$ cat src/rtl/alu_arbiter.sv
// Round-robin front end that shares one alu16 between two valid/ready requesters.
// Each op runs IDLE -> EXEC -> RESP so the ALU's registered zero flag is settled before it is returned.
module alu_arbiter #(
    parameter int         WIDTH   = 16,
    parameter logic [2:0] IDLE_OP = 3'b111
) (
    input  logic               clk,
    input  logic               rst,
    input  logic [1:0]         req_valid,
    output logic [1:0]         req_ready,
    input  logic [5:0]         req_op,
    input  logic [2*WIDTH-1:0] req_a,
    input  logic [2*WIDTH-1:0] req_b,
    output logic [1:0]         rsp_valid,
    input  logic [1:0]         rsp_ready,
    output logic [WIDTH-1:0]   rsp_y,
    output logic               rsp_zero,
    output logic               rsp_err,
    output logic [WIDTH-1:0]   alu_a,
    output logic [WIDTH-1:0]   alu_b,
    output logic [2:0]         alu_op,
    input  logic [WIDTH-1:0]   alu_y,
    input  logic               alu_zero
);
    typedef enum logic [1:0] {S_IDLE, S_EXEC, S_RESP} state_t;

    state_t           r_state;
    logic             r_last_grant;
    logic             r_grant;
    logic [2:0]       r_alu_op;
    logic [WIDTH-1:0] r_alu_a;
    logic [WIDTH-1:0] r_alu_b;
    logic [WIDTH-1:0] r_y;
    logic             r_err;
    logic [1:0]       r_rsp_valid;

    logic             w_grant;
    logic             w_accept;
    logic             w_rsp_take;
    logic [2:0]       w_op;
    logic [WIDTH-1:0] w_a;
    logic [WIDTH-1:0] w_b;

    always_comb begin
        w_grant    = (&req_valid) ? ~r_last_grant : req_valid[1];
        w_accept   = (r_state == S_IDLE) && (|req_valid);
        w_rsp_take = (r_state == S_RESP) && rsp_ready[r_grant];
        w_op       = w_grant ? req_op[5:3] : req_op[2:0];
        w_a        = w_grant ? req_a[WIDTH +: WIDTH] : req_a[0 +: WIDTH];
        w_b        = w_grant ? req_b[WIDTH +: WIDTH] : req_b[0 +: WIDTH];
        req_ready  = 2'b00;
        if (w_accept)
            req_ready[w_grant] = 1'b1;
    end

    assign rsp_valid = r_rsp_valid;
    assign rsp_y     = r_y;
    assign rsp_err   = r_err;
    // An IDLE_OP request never touches the ALU, so its stale flag is bypassed.
    assign rsp_zero  = r_err | alu_zero;
    assign alu_a     = r_alu_a;
    assign alu_b     = r_alu_b;
    assign alu_op    = r_alu_op;

    always_ff @(posedge clk) begin
        if (rst) begin
            r_state      <= S_IDLE;
            r_last_grant <= 1'b1;
            r_grant      <= 1'b0;
            r_alu_op     <= IDLE_OP;
            r_alu_a      <= '0;
            r_alu_b      <= '0;
            r_y          <= '0;
            r_err        <= 1'b0;
            r_rsp_valid  <= 2'b00;
        end else begin
            case (r_state)
                S_IDLE: begin
                    if (w_accept) begin
                        r_grant      <= w_grant;
                        r_last_grant <= w_grant;
                        if (w_op == IDLE_OP) begin
                            r_y                  <= '0;
                            r_err                <= 1'b1;
                            r_rsp_valid[w_grant] <= 1'b1;
                            r_state              <= S_RESP;
                        end else begin
                            r_alu_op <= w_op;
                            r_alu_a  <= w_a;
                            r_alu_b  <= w_b;
                            r_state  <= S_EXEC;
                        end
                    end
                end
                // alu16 registers its zero flag on this same edge.
                S_EXEC: begin
                    r_y                  <= alu_y;
                    r_err                <= 1'b0;
                    r_alu_op             <= IDLE_OP;
                    r_rsp_valid[r_grant] <= 1'b1;
                    r_state              <= S_RESP;
                end
                S_RESP: begin
                    if (w_rsp_take) begin
                        r_rsp_valid <= 2'b00;
                        r_state     <= S_IDLE;
                    end
                end
                default: r_state <= S_IDLE;
            endcase
        end
    end
endmodule

$ cat config.mk
export PLATFORM = sky130hd
export DESIGN_NAME = alu_arbiter
export DESIGN_NICKNAME = d
export VERILOG_FILES = /design/src/rtl/alu_arbiter.sv
export SDC_FILE = /design/constraint.sdc
export NUM_CORES = 1
export LEC_CHECK = 0
export CORE_MARGIN = 5
export CORE_UTILIZATION = 40
export CTS_CLUSTER_DIAMETER = 150
export DETAILED_ROUTE_END_ITERATION = 6
export GPL_TIMING_DRIVEN = 0
export PLACE_DENSITY = 0.87
export SYNTH_ARGS = -nofsm -noshare
export SYNTH_HDL_FRONTEND = slang
export SYNTH_SLANG_ARGS = --single-unit
$ cat constraint.sdc
create_clock -name clk -period 4.1 [get_ports clk]
set_input_delay 1.23 -clock clk [delete_from_list [all_inputs] [get_ports clk]]
set_output_delay 1.23 -clock clk [all_outputs]
set_load 0.1 [all_outputs]
* Word-level counts from Yosys, hierarchy flattened
Index checks and enable logic that the tools add are counted.
** Storage, ports and cells
- Logic and storage cells :: 67
- Output and inout bits :: 57
- Bits of input ports :: 93
- Register bits after elaboration :: 58
** Cells by class
- Reduce and logical (&&, ||, !) cells :: 15
- Bitwise logic cells :: 5
- Muxes and demuxes :: 27
- Equal/unequal tests :: 7
- Order comparisons :: 4
** Operators with widths (number)
- $mux 16 :: 4
- $pmux 16 s2 :: 1
- $mux 2 :: 6
- $pmux 2 s3 :: 2
- $mux 3 :: 3
- $reduce_and 3->1 :: 3
- $mux 1 :: 7
- $ne 2x2->1 const B :: 3
- $pmux 3 s2 :: 1
- $reduce_and 2->1 :: 3
- $logic_and 1x1->1 :: 4
- $lt 1x2->1 const B :: 2
- $or 2x2->2 :: 2
- $reduce_and 4->1 :: 1
- $eq 3x3->1 const B :: 1
- $reduce_bool 3->1 :: 1
- $demux 1 s1 :: 2
- $eq 2x1->1 const B :: 1
- $eq 2x2->1 const B :: 1
- $ge 1x1->1 const B :: 2
- $logic_not 2->1 :: 1
- $ne 2x1->1 const B :: 1
- $not 1->1 :: 2
- $pmux 1 s2 :: 1
- 3 further kinds :: 3

* Depth between registers and ports, before layout
Gate-level depths: netlist of run 1.
- Depth after elaboration :: 10
- Mapped depth :: 6

* Worst setup path after synthesis of run 1
No wires, ideal clock.
- Kind :: input to output
- From :: input req_valid[1]
- To :: output req_ready[0]
- Path buffers :: 2
- Cell stages on the path :: 4
- Arrival time :: 3.007 ns
- Path slack :: -0.137 ns
- Path through :: a21boi_4 buf_6 clkbuf_4 nor2_1
** On the way
- Word-level cells in the longest chain between the ends :: 7
** RTL lines
- start, declared :: line 9 : input logic [1:0] req_valid,
- $reduce_and 2->1 :: line 45 : w_grant = (&req_valid) ? ~r_last_grant : req_valid[1];
- $mux 1 :: line 45
- $lt 1x2->1 (implied by the code) / $ge 1x1->1 (equally long branches) :: line 53 : req_ready[w_grant] = 1'b1;
- $logic_and 1x1->1 (implied by the code) :: line 53
- $mux 1 (implied by the code) :: line 53
- $demux 1 s1 :: line 53
- $mux 2 (*) :: line 52 : if (w_accept)
- end, declared :: line 10 : output logic [1:0] req_ready,
Every way passes the cells marked *; elsewhere a longest branch is shown, timed or not.

* Final worst setup path of run 1
- From :: input req_valid[1]
- To :: output req_ready[1]
Same word-level chain as after synthesis.

==> summary by stage, run 1 <==
Placement
In this run the tool buffered the top-level ports with 149 buffer cells. Routability-driven placement finished with a final weighted congestion of 0.821. Summed over all nets, the half-perimeter wirelength after detailed placement is 6580 microns. The number of placed instances, taps included, is 471.

Power
Summed over all cells, the static leakage comes to 1.61 nW. The highest ir drop seen on vdd is 0.000324 V. Dividing total power by cell area gives a power density of 489 mW/mm^2.

Route
The detailed router put a total of 3320 microns of wire on met1. The highest metal layer with signal wires is met4. Summed over all nets, wire length on met2 after detailed routing comes to 4510 microns. The average vias per placed instance is 5.31. The number of DRC markers after the initial detailed-route iteration is 140.

The detail route stage leaves a number of antenna-violating nets equal to 0. After detailed routing, the number of remaining DRC violations is 0. After detailed routing, the average wire length per cell comes to 17.5 microns. The overall via count from detail_route is 2592. The first detailed-routing pass ran for 4 iterations. For this block, the routed nets add up to 8530 microns of wire.

In the detailed route, the total length drawn on met3 is 530 microns.

Setup path
Data arrives at the worst endpoint at 2.81 ns. The worst setup path is captured at an output pin. The data required time at the worst endpoint is 2.87 ns. Measured in cells, the most critical reg-to-reg path has a length of 6. The type of element launching the critical path is an input port. The critical path is of the in -> out type. Along the worst path, the maximum fanout reaches 10.

Finish
The count of inserted antenna diode cells is 0. The area of combinational cells with multiple inputs is 0.00123 sq mm. The area taken by flip-flops and latches is 0.00116 sq mm. The fraction of final layout cells with drive strength greater than 1 is 0.0944. The number of nets in the final layout is 501. The post-layout utilization of the core is 0.716. Relative to the synthesized area, the layout overhead comes to 71.3%. The number of fill cells in the layout is 463.

The final instance count without filler cells is 488.

Clock tree
The maximum root-to-sink buffer count is 2. At the later pin of the worst-skew pair, clock insertion delay measures 0.33 ns. Counting every sink on the clock net gives 58. After clock tree synthesis, the clock-pin slew on the worst setup and hold paths is 0.06 ns. The clock root buffer is sky130_fd_sc_hd__clkbuf_8.

The clock tree synthesis step divided the H-tree into 3 levels. In this run, CTS created clock tree buffers numbering 9. The TritonCTS clock tree is done.

GRT
The number of antenna violations at the first check in global routing is 0. For this run the aggregate overflow at the end of global routing stands at 0. The via count of the first global-routing pass is 2613.

The maximum number of pins on one net before global-route repair is 11. In the global route stage, overall resource usage came out at 0.216. The first global-routing pass estimated 13100 microns of wire.

Die
The width of the chip is 89.1 microns. The starting utilization of the core area is 0.418. For this design the top-level I/O count stands at 150. Row generation in the floorplan step produced 28 rows. The die height is 89.1 microns. The total die area is 0.00795 sq mm. The core region is 0.00599 sq mm.

Yosys
The portion of the post-synthesis area used by sequential elements is 0.464. The count of yosys warnings during synthesis is 0. Synthesis produced a netlist whose cell count is 247. The synthesized design contains 0 enable-type register cells. Yosys instantiated no cell more often than sky130_fd_sc_hd__dfxtp_1. The share of the synthesized area in the top cell type is 0.464.

After synthesis, the mean cell area works out to 10.1 sq um. The cell area after synthesis is 0.00250 sq mm. The share of flip-flops with an asynchronous set or reset after synthesis is 0. Sorting the synthesized cells by how often they occur yields 58 x sky130_fd_sc_hd__dfxtp_1, 41 x sky130_fd_sc_hd__a21oi_1, 35 x sky130_fd_sc_hd__mux2i_1. The cell taking the most area after synthesis is sky130_fd_sc_hd__dfxtp_1. After synthesis, the cell types taking the most area are sky130_fd_sc_hd__dfxtp_1 46%, sky130_fd_sc_hd__mux2i_1 14%, sky130_fd_sc_hd__a211oi_1 9.6%. Synthesis inferred 58 register bits. The net count after synthesis is 340. The count of distinct cell types in the synthesized netlist is 34. Among all flip-flop cells after synthesis, the most frequent one is sky130_fd_sc_hd__dfxtp_1.

Timing
At the pin with the least slew margin, the transition time is 1.01 ns. The final-report setup violation count is 0. After routing, the total negative slack on setup checks comes to 0 ns.

Static timing analysis puts the maximum clock frequency at 248 MHz. The setup clock skew after layout is 0.00442 ns. The total count of max-transition violations in the final report is 0. Of the available clock period, the critical path in the final layout requires 0.985. The hold violation total from the final report is 0. Subtracting the final worst setup slack from the clock period gives 4.04 ns. In this run the tightest slew margin relative to its limit is 0.322. Setup repair after global routing left no endpoint under its margin.

Worst hold path
The cell count of the worst hold path is 1. In this run the worst hold path is classified as reg -> reg.

Outcome
The run finished with clean final reports.

Flow run
The number of maximum-capacitance violations is 0.
final timing paths:
kind                                                 from                endpoint  slack (ns)
worst max-delay path                         req_valid[1]            req_ready[1]        0.06
worst min register to register      rsp_y[8]$_SDFFE_PP0P_   rsp_y[8]$_SDFFE_PP0P_        0.48
worst min-delay path                rsp_y[8]$_SDFFE_PP0P_   rsp_y[8]$_SDFFE_PP0P_        0.48
worst max register to register  r_last_grant$_SDFFE_PP1P_  alu_b[12]$_SDFFE_PP0P_        2.31
metal layers:
metal / up-vias / GRT usage
met2: 91 / 0.389
met1: 1228 / 0.240
met5: - / 0
met3: 12 / 0.0636
li1: 1261 / -
met4: 0 / 0.0771
critical path, cell delays in order:
cell	delay, ns
sky130_fd_sc_hd__clkdlybuf4s50_1	0.54
sky130_fd_sc_hd__a21boi_4	0.23
sky130_fd_sc_hd__buf_6	0.19
sky130_fd_sc_hd__clkbuf_8	0.21
sky130_fd_sc_hd__and2_1	0.20
sky130_fd_sc_hd__buf_8	0.22
through the flow:
step | area [sq um] | hold slack [ns] | setup slack (ns) | total power (W)
after detailed placement | 4090 | 0.459 | -1.06 | 0.00162
after CTS | 4290 | 0.480 | 0.0689 | 0.00211
after global placement | 4090 | 0.456 | -1.01 | 0.00161
after floorplan | 2510 | 0.534 | 0.203 | 0.00135
after global routing | 4290 | 0.493 | 0.00140 | 0.00218
final | 4290 | 0.478 | 0.0607 | 0.00210
sequential cells by signal, summed over array words and instances, names as in the netlist:
| signal | count |
|---|---|
| rsp_valid | 2 |
| alu_a | 16 |
| alu_op | 3 |
| alu_b | 16 |
| r_grant | 1 |
| r_state | 2 |
| rsp_err | 1 |
| r_last_grant | 1 |
| rsp_y | 16 |
placed cells by master, fill, tap and decap left out:
cell type	instances
sky130_fd_sc_hd__a211oi_1	32
sky130_fd_sc_hd__a21boi_4	1
sky130_fd_sc_hd__a21oi_1	41
sky130_fd_sc_hd__a21oi_4	1
sky130_fd_sc_hd__a221o_1	1
sky130_fd_sc_hd__a22o_1	16
sky130_fd_sc_hd__a31oi_1	2
sky130_fd_sc_hd__and2_1	1
sky130_fd_sc_hd__and3_1	2
sky130_fd_sc_hd__buf_2	8
sky130_fd_sc_hd__buf_4	5
sky130_fd_sc_hd__buf_6	1
sky130_fd_sc_hd__buf_8	1
sky130_fd_sc_hd__clkbuf_1	10
sky130_fd_sc_hd__clkbuf_8	13
sky130_fd_sc_hd__clkdlybuf4s50_1	146
sky130_fd_sc_hd__clkinv_2	2
sky130_fd_sc_hd__dfxtp_1	58
sky130_fd_sc_hd__dlygate4sd2_1	1
sky130_fd_sc_hd__inv_1	1
sky130_fd_sc_hd__mux2_4	1
sky130_fd_sc_hd__mux2i_1	35
sky130_fd_sc_hd__mux2i_4	1
sky130_fd_sc_hd__nand2_1	2
sky130_fd_sc_hd__nand2b_1	4
sky130_fd_sc_hd__nand3_1	3
sky130_fd_sc_hd__nand3b_1	1
sky130_fd_sc_hd__nor2_1	7
sky130_fd_sc_hd__nor2_2	2
sky130_fd_sc_hd__nor2b_1	1
sky130_fd_sc_hd__nor3_1	2
sky130_fd_sc_hd__nor3_2	1
sky130_fd_sc_hd__nor3b_1	1
sky130_fd_sc_hd__o21ai_0	2
sky130_fd_sc_hd__o21ai_1	4
sky130_fd_sc_hd__o32ai_1	1
sky130_fd_sc_hd__or2_2	1
sky130_fd_sc_hd__or3b_2	1
final cells by class:
| cell class | instances | area share |
|---|---|---|
| Buffer | 21 | 0.0274 |
| Clock inverter | 2 | 0.00233 |
| Multi-Input combinational cell | 167 | 0.287 |
| Clock buffer | 14 | 0.0402 |
| Tap cell | 75 | 0.0219 |
| Inverter | 1 | 0.000875 |
| Sequential cell | 58 | 0.271 |
| Timing Repair Buffer | 150 | 0.350 |
cell families after synthesis:
kind of cell,share of synthesized area
compound gates,0.272
buf+inv,0.0460
flops,0.464
mux,0.155
simple gates,0.0634
timing repair:
| action | 4_1_cts | 5_1_grt |
|---|---|---|
| hold endpoints to repair | 0 | 0 |
| resized for setup | 16 | 0 |
| endpoints found under the setup margin | 3 | 0 |
| hold buffers | 0 | 0 |
| buffers inserted | 1 | 0 |
where the power goes:
part | switching [W] | internal, W | total (W)
logic | 0.000665 | 0.000282 | 0.000947
registers | 0.0000365 | 0.000631 | 0.000668
clock network | 0.000217 | 0.000267 | 0.000484
(Power assumes the default switching activity.)
==> run 2, diff against run 1 <==
--- a/config.mk
+++ b/config.mk
@@ -6,11 +6,12 @@
 export NUM_CORES = 1
 export LEC_CHECK = 0
 export CORE_MARGIN = 5
-export CORE_UTILIZATION = 40
+export CORE_UTILIZATION = 65
 export CTS_CLUSTER_DIAMETER = 150
 export DETAILED_ROUTE_END_ITERATION = 6
+export DONT_BUFFER_PORTS = 1
 export GPL_TIMING_DRIVEN = 0
-export PLACE_DENSITY = 0.87
+export PLACE_DENSITY = 0.83
 export SYNTH_ARGS = -nofsm -noshare
 export SYNTH_HDL_FRONTEND = slang
 export SYNTH_SLANG_ARGS = --single-unit
==> run 2 against run 1 <==
Final cell count shrank 36%. Hold slack gained 0.10 ns. Critical path depth shrank 2. Maximum frequency is essentially flat. Global-route usage grew 2.5 points. Cell area shrank 35%. Clock skew grew 0.00064 ns.
==> summary by stage, run 2 (synthesis results as in run 1) <==
Outcome
The flow ran to the end, and the final reports show no timing, DRC or antenna violations.

Timing
In the finished design, the share of the clock period the worst path needs comes to 0.985. The total count of max-transition violations in the final report came to 0. The final-report setup violation count is 0. The slew at the pin with the worst max-slew slack is 1.06 ns.

Subtracting the final worst setup slack from the clock period gives 4.04 ns. Hold timing on the final database bottoms out at a slack of 0.578 ns. Measured against its own limit, the worst slew margin works out to 0.290.

The summed negative setup slack over all endpoints is 0 ns. The clock arrives with 0.00506 ns of skew. The hold violation total from the final report is 0. Based on the critical path, the design can be clocked at up to 247 MHz.

Setup repair after global routing left no endpoint under its margin.

Die
The die covers 0.00520 sq mm. The floorplan has 22 rows. The starting utilization of the core area is 0.679. From left edge to right edge, the die measures 72.1 microns. The number of top-level pins is 150. The area of the core region is 0.00369 sq mm. The die height is 72.1 microns.

Clock tree
Clock tree synthesis inserted a total of 9 buffers. The number of gates resized after CTS was 0. The clock passes through at most 2 buffers. Clock tree synthesis selected as its root buffer the cell sky130_fd_sc_hd__clkbuf_8. Buffers added to address setup during post-CTS repair amount to 0. The quantity of hold-fixing buffers added after cts is 0. After clock tree synthesis, the clock-pin slew on the worst setup and hold paths is 0.06 ns. The tree built by TritonCTS fans out to 58 sinks. The clock latency on the worst-skew pair is 0.33 ns. TritonCTS built the clock tree. The H-tree was split into 3 levels.

Power
Cell internal power was estimated by the tool at 0.00109 W. Power comes to 0.00197 W. The net switching component of the power is 0.000878 W. In this run the power density over the cells is 706 mW/mm^2. The switching power share of the total is 0.446. The analysis attributes to cell leakage a power of 1.05 nW.

The share of total power dissipated in the clock network is 0.291. The highest ir drop seen on vdd is 0.000438 V. The share of power burned in combinational logic is 0.135. Of the total power, registers draw 0.575.

Route
The routed wirelength normalized by instance count is 20.5 microns. Before antenna repair, the detailed router went through 4 iterations. Once detail routing completed, the nets flagged for antenna violations numbered 0. The total routed wirelength is 6390 microns. The number of DRC markers after the initial detailed-route iteration is 72. The detailed router placed 2023 vias in this run. After detailed routing, the number of remaining DRC violations is 0. The average vias per placed instance is 6.50.

Setup path
The critical path endpoint category is an output pin. The most critical setup path has its endpoint at req_ready[1]. Along the worst path, the maximum fanout reaches 10. The number of buffer and inverter instances along the worst setup path is 2. The startpoint of the most critical register-to-register path is r_last_grant$_SDFFE_PP1P_. On the critical path, the stage with the largest delay is an instance of sky130_fd_sc_hd__and2_1. The worst setup path is of the in -> out kind. On the critical path the largest part of the delay comes from simple AND/OR/NAND/NOR gates. The arrival time of data at the critical path endpoint is 2.81 ns. The critical register-to-register path endpoint is r_grant$_SDFFE_PP0P_. The flop-to-flop setup slack is 1.91 ns. The type of element launching the critical path is an input port. The critical path starts at req_valid[1].

Traced cell by cell, the critical path runs through a21boi_4 > buf_6 > clkbuf_4 > and2_1. The number of cells traversed by the worst register-to-register path is 6. The data required time at the worst endpoint is 2.87 ns.

Counting buffers and inverters, the worst setup path is 4 cells deep. In this design, the stage delay of the slowest critical-path cell is 0.83 ns.

GRT
For this run, global-route usage on met1 was measured as 0.278. The via count of the first global-routing pass is 1996. The global-route total usage across every layer is 0.241.

The overall overflow remaining after global route is 0. For this run, global-route usage on met3 was measured as 0.0970. The layer carrying the most global-route usage is met2.

The number of antenna violations at the first check in global routing came to 0. The routing usage on met2 is 0.388. The first-pass GRT wire length is 9750 microns. The maximum number of pins on one net before global-route repair is 11.

Placement
The count of input and output buffers is 0. The placed instances occupy a cell area of 0.00257 sq mm. In this run, placement finished with an instance count of 295. Routability-driven placement finished with a final weighted congestion of 0.824. After legalization and detailed placement, the total HPWL measured 4830 microns.

Worst hold path
The path class of the tightest hold or removal check is reg -> reg.

Finish
At the end of the flow, the number of nets in the layout was 351. The finished cells cover 0.00279 sq mm. Relative to the synthesized area, the layout overhead comes to 11.2%. The final instance count without filler cells is 311. Leaving out fill and tap cells, the most frequent cells in the layout are 58 x sky130_fd_sc_hd__dfxtp_1, 41 x sky130_fd_sc_hd__a21oi_1, 35 x sky130_fd_sc_hd__mux2i_1. The fraction of final layout cells with drive strength greater than 1 is 0.141. The count of inserted antenna diode cells is 0. The leading cell type in the layout, fill and taps excluded is sky130_fd_sc_hd__dfxtp_1.

Flow run
The number of maximum-capacitance violations is 0.
[run 2: changes by cell type in the layout (fill, tap and decap cells not counted)]
cell | previous run | this run
sky130_fd_sc_hd__buf_4 | 5 | 3
sky130_fd_sc_hd__buf_8 | 1 | 0
sky130_fd_sc_hd__bufinv_16 | 0 | 2
sky130_fd_sc_hd__clkbuf_1 | 10 | 9
sky130_fd_sc_hd__clkbuf_4 | 0 | 1
sky130_fd_sc_hd__clkbuf_8 | 13 | 10
sky130_fd_sc_hd__clkdlybuf4s50_1 | 146 | 0
sky130_fd_sc_hd__clkinvlp_4 | 0 | 1
sky130_fd_sc_hd__dlygate4sd2_1 | 1 | 0
[run 2: worst min-delay path by stage]
stage,start,endpoint,slack (ns),depth (start not counted)
floorplan,r_grant$_SDFFE_PP0P_,r_grant$_SDFFE_PP0P_,0.53,2
global placement,r_grant$_SDFFE_PP0P_,r_grant$_SDFFE_PP0P_,0.57,2
detailed placement,r_grant$_SDFFE_PP0P_,r_grant$_SDFFE_PP0P_,0.57,2
CTS,r_grant$_SDFFE_PP0P_,r_grant$_SDFFE_PP0P_,0.58,2
global route,r_grant$_SDFFE_PP0P_,r_grant$_SDFFE_PP0P_,0.60,2
finish,r_grant$_SDFFE_PP0P_,r_grant$_SDFFE_PP0P_,0.58,2
[run 2: area by class of cell]
class / instances / area (sq um)
Multi-Input combinational cell: 167 / 1230
Sequential cell: 58 / 1160
Fill cell: 266 / 902
Clock buffer: 11 / 141
Buffer: 21 / 111
Clock inverter: 5 / 77.6
Tap cell: 48 / 60.1
Inverter: 1 / 3.75
[run 2: worst reg2reg max path: stages, from the launching register on]
cell	delay [ns]
sky130_fd_sc_hd__dfxtp_1	0.35
sky130_fd_sc_hd__a21boi_4	0.28
sky130_fd_sc_hd__buf_6	0.21
sky130_fd_sc_hd__clkbuf_4	0.26
sky130_fd_sc_hd__and2_1	0.83
sky130_fd_sc_hd__a21oi_1	0.08
sky130_fd_sc_hd__nor2_1	0.12
[run 2: per-layer routing]
metal  vias up  wire (microns)
met4         0             133
met5         -               0
li1        962               -
met3        16             727
met1       933            2350
met2       112            3180
[run 2: power groups by stage]
stage	logic (W)	clock network [W]	registers, W
3_5_place_dp	0.000265	0	0.00114
5_1_grt	0.000294	0.000603	0.00114
2_1_floorplan	0.000223	0	0.00112
4_1_cts	0.000266	0.000580	0.00113
6_report	0.000265	0.000573	0.00113
3_3_place_gp	0.000259	0	0.00114
[run 2: through the flow]
| stage | setup WS (ns) | util |
|---|---|---|
| finish | 0.0595 | 0.755 |
| global route | 0.0150 | 0.755 |
| CTS | 0.0573 | 0.755 |
| global placement | 0.0556 | 0.696 |
| detailed placement | 0.0626 | 0.696 |
| floorplan | 0.203 | - |
==> run 3, diff against run 2 <==
--- a/config.mk
+++ b/config.mk
@@ -12,6 +12,8 @@
 export DONT_BUFFER_PORTS = 1
 export GPL_TIMING_DRIVEN = 0
 export PLACE_DENSITY = 0.83
+export SETUP_SLACK_MARGIN = 0.05
+export SLEW_MARGIN = 20
 export SYNTH_ARGS = -nofsm -noshare
 export SYNTH_HDL_FRONTEND = slang
 export SYNTH_SLANG_ARGS = --single-unit
==> run 3 against run 2 <==
Via count barely moved. Die area unchanged. Final cell count stayed put. Combinational power is essentially flat. Global-route usage did not move. Clock power about the same. Non-clock buffer count unchanged. Worst setup slack better by 0.18 ns. Hold slack worse by 0.00061 ns. Critical path type unchanged.
==> summary by stage, run 3 (synthesis results as in run 1) <==
Outcome
The run finished with clean final reports.

Finish
0 antenna diodes ended up in the layout. For this run, the share of the core covered by cells in the final layout is 0.756. After routing the design area is 0.00279 sq mm. In the final layout, the share of cells above drive strength 1 is 0.144. Leaving out fill and tap cells, the most frequent cells in the layout are 58 x sky130_fd_sc_hd__dfxtp_1, 41 x sky130_fd_sc_hd__a21oi_1, 35 x sky130_fd_sc_hd__mux2i_1.

At the end of the flow, the number of nets in the layout was 351. The area growth from synthesis to layout is 11.3%. Leaving out fill and tap cells, the most frequent cell in the layout is sky130_fd_sc_hd__dfxtp_1.

Timing
Setup repair after global routing left no endpoint under its margin. At the pin with the least slew margin, the transition time is 1.06 ns. The worst slew slack as a fraction of its limit is 0.290. The ratio of final minimum period to clock period is 0.942. The hold violation total from the final report was 0. Across the routed clock network, the largest skew measured is 0.00472 ns.

For this run, the top clock speed supported by timing is 259 MHz. The final-report setup violation count is 0. For the final routed database, the setup TNS stands at 0 ns. The total count of max-transition violations in the final report is 0.

The clock period could shrink to 3.86 ns. The worst hold slack across all endpoints is 0.578 ns.

Die
The starting utilization of the core area is 0.679. The number of rows created at floorplan is 22. The total die area is 0.00520 sq mm.

From left edge to right edge, the die measures 72.1 microns. The number of top-level pins is 150. The total area inside the core boundary comes to 0.00369 sq mm. The die height is 72.1 microns.

Route
The DRC violation count after routing is 0. Summed over all nets, wire length on met2 after detailed routing comes to 3160 microns. The number of iterations in the first detailed-routing pass is 4.

The sum of met3 wire segment lengths after detailed routing is 740 microns. For this block, the routed nets add up to 6350 microns of wire. In the final routing, the length of wire on met1 measures 2310 microns. Detailed routing inserted a total of 2021 vias. After the first detailed-routing iteration, the DRC count stood at 81. The highest layer touched by signal routing is met4. The post-route antenna net violation count is 0. Dividing the detail-routed wire length by the instance count gives 20.4 microns. Using the TritonRoute via totals, the vias-per-cell ratio works out to 6.50.

Clock tree
The clock latency on the worst-skew pair is 0.33 ns. The H-tree was split into 3 levels. The tree is rooted in a sky130_fd_sc_hd__clkbuf_8.

In this run the deepest clock path goes through 2 buffers. In this run, CTS created clock tree buffers numbering 9. The TritonCTS clock tree is done. In this run the post-CTS setup repair buffer count came out at 0. Clock-pin slew was measured on the worst setup and hold paths at 0.06 ns.

Counting every sink on the clock net gives 58.

Setup path
The worst setup path is captured at an output pin. The type of the worst setup path is in -> out. Data arrives at the worst endpoint at 2.63 ns. STA classifies the critical path startpoint as an input port.

The critical path starts at req_valid[1]. Data on the critical path is required at its endpoint by 2.87 ns. In this run the critical register-to-register path is launched from r_last_grant$_SDFFE_PP1P_. The end point of the critical path is req_ready[0].

The setup check on the worst reg-to-reg path leaves a slack of 2.23 ns. Of all nets on the critical path, the largest fanout is 10. The worst register-to-register path has a depth of 6. The critical register-to-register path endpoint is r_grant$_SDFFE_PP0P_.

GRT
The number of antenna violations at the first check in global routing was 0. Entering global routing, the biggest net connects 11 pins. The total overflow left after global routing is 0. The first global-routing pass estimated 9750 microns of wire.

The via count of the first global-routing pass is 1996. Across every metal layer, demand over resource in global routing totals 0.241.

Worst hold path
The worst hold path belongs to the class reg -> reg.

Placement
The placer's final routability congestion estimate is 0.824. In this run the cell area measured after placement is 0.00257 sq mm. After legalization and detailed placement, the total HPWL measured 4830 microns. The count of input and output buffers is 0.

Power
The total chip power is 0.00197 W. The power density over cell area is 706 mW/mm^2. The analysis attributes to cell leakage a power of 1.05 nW. IR analysis of the VDD net gives a maximum drop of 0.000438 V.

Flow run
The tool flagged a number of max-cap violations equal to 0.
run 3: cell counts in the layout (fill, tap and decap cells not counted):
No cell type changed its count.
run 3: cell type report:
cell class / count / area, sq um
Clock inverter: 5 / 77.6
Sequential cell: 58 / 1160
Clock buffer: 11 / 141
Multi-Input combinational cell: 167 / 1230
Inverter: 1 / 3.75
Tap cell: 48 / 60.1
Buffer: 21 / 111
Fill cell: 267 / 901
run 3: where the power goes:
part / switching (W) / internal, W / total (W) / leakage (nW)
Sequential: 0.000500 / 0.000631 / 0.00113 / 0.479
Combinational: 0.000162 / 0.000103 / 0.000265 / 0.461
Clock: 0.000216 / 0.000357 / 0.000572 / 0.109
Total: 0.000878 / 0.00109 / 0.00197 / 1.05
run 3: stage by stage:
step / std cells / worst slack [ns]
2_1_floorplan: 247 / 0.203
3_3_place_gp: 295 / 0.0556
3_5_place_dp: 295 / 0.0626
4_1_cts: 311 / 0.0573
5_1_grt: 311 / 0.211
6_report: 311 / 0.239
run 3: critical path: stages:
cell and delay (ns):
sky130_fd_sc_hd__a21boi_4 0.15, sky130_fd_sc_hd__buf_6 0.17, sky130_fd_sc_hd__clkbuf_4 0.22, sky130_fd_sc_hd__nor2_2 0.85
run 3: worst min-delay path by stage:
stage / end / start / cells past startpoint / slack (ns)
2_1_floorplan: r_grant$_SDFFE_PP0P_ / r_grant$_SDFFE_PP0P_ / 2 / 0.53
3_3_place_gp: r_grant$_SDFFE_PP0P_ / r_grant$_SDFFE_PP0P_ / 2 / 0.57
3_5_place_dp: r_grant$_SDFFE_PP0P_ / r_grant$_SDFFE_PP0P_ / 2 / 0.57
4_1_cts: r_grant$_SDFFE_PP0P_ / r_grant$_SDFFE_PP0P_ / 2 / 0.58
5_1_grt: r_grant$_SDFFE_PP0P_ / r_grant$_SDFFE_PP0P_ / 2 / 0.60
6_report: r_grant$_SDFFE_PP0P_ / r_grant$_SDFFE_PP0P_ / 2 / 0.58
run 3: layer usage:
metal	GRT usage	vias up
met2	0.388	113
met5	0	-
met3	0.0970	16
li1	-	961
met4	0.113	0
met1	0.278	931
run 3: what timing repair did:
item / 4_1_cts / 5_1_grt
gates resized for setup: 0 / 1
hold buffers: 0 / 0
setup endpoints to repair: 0 / 1
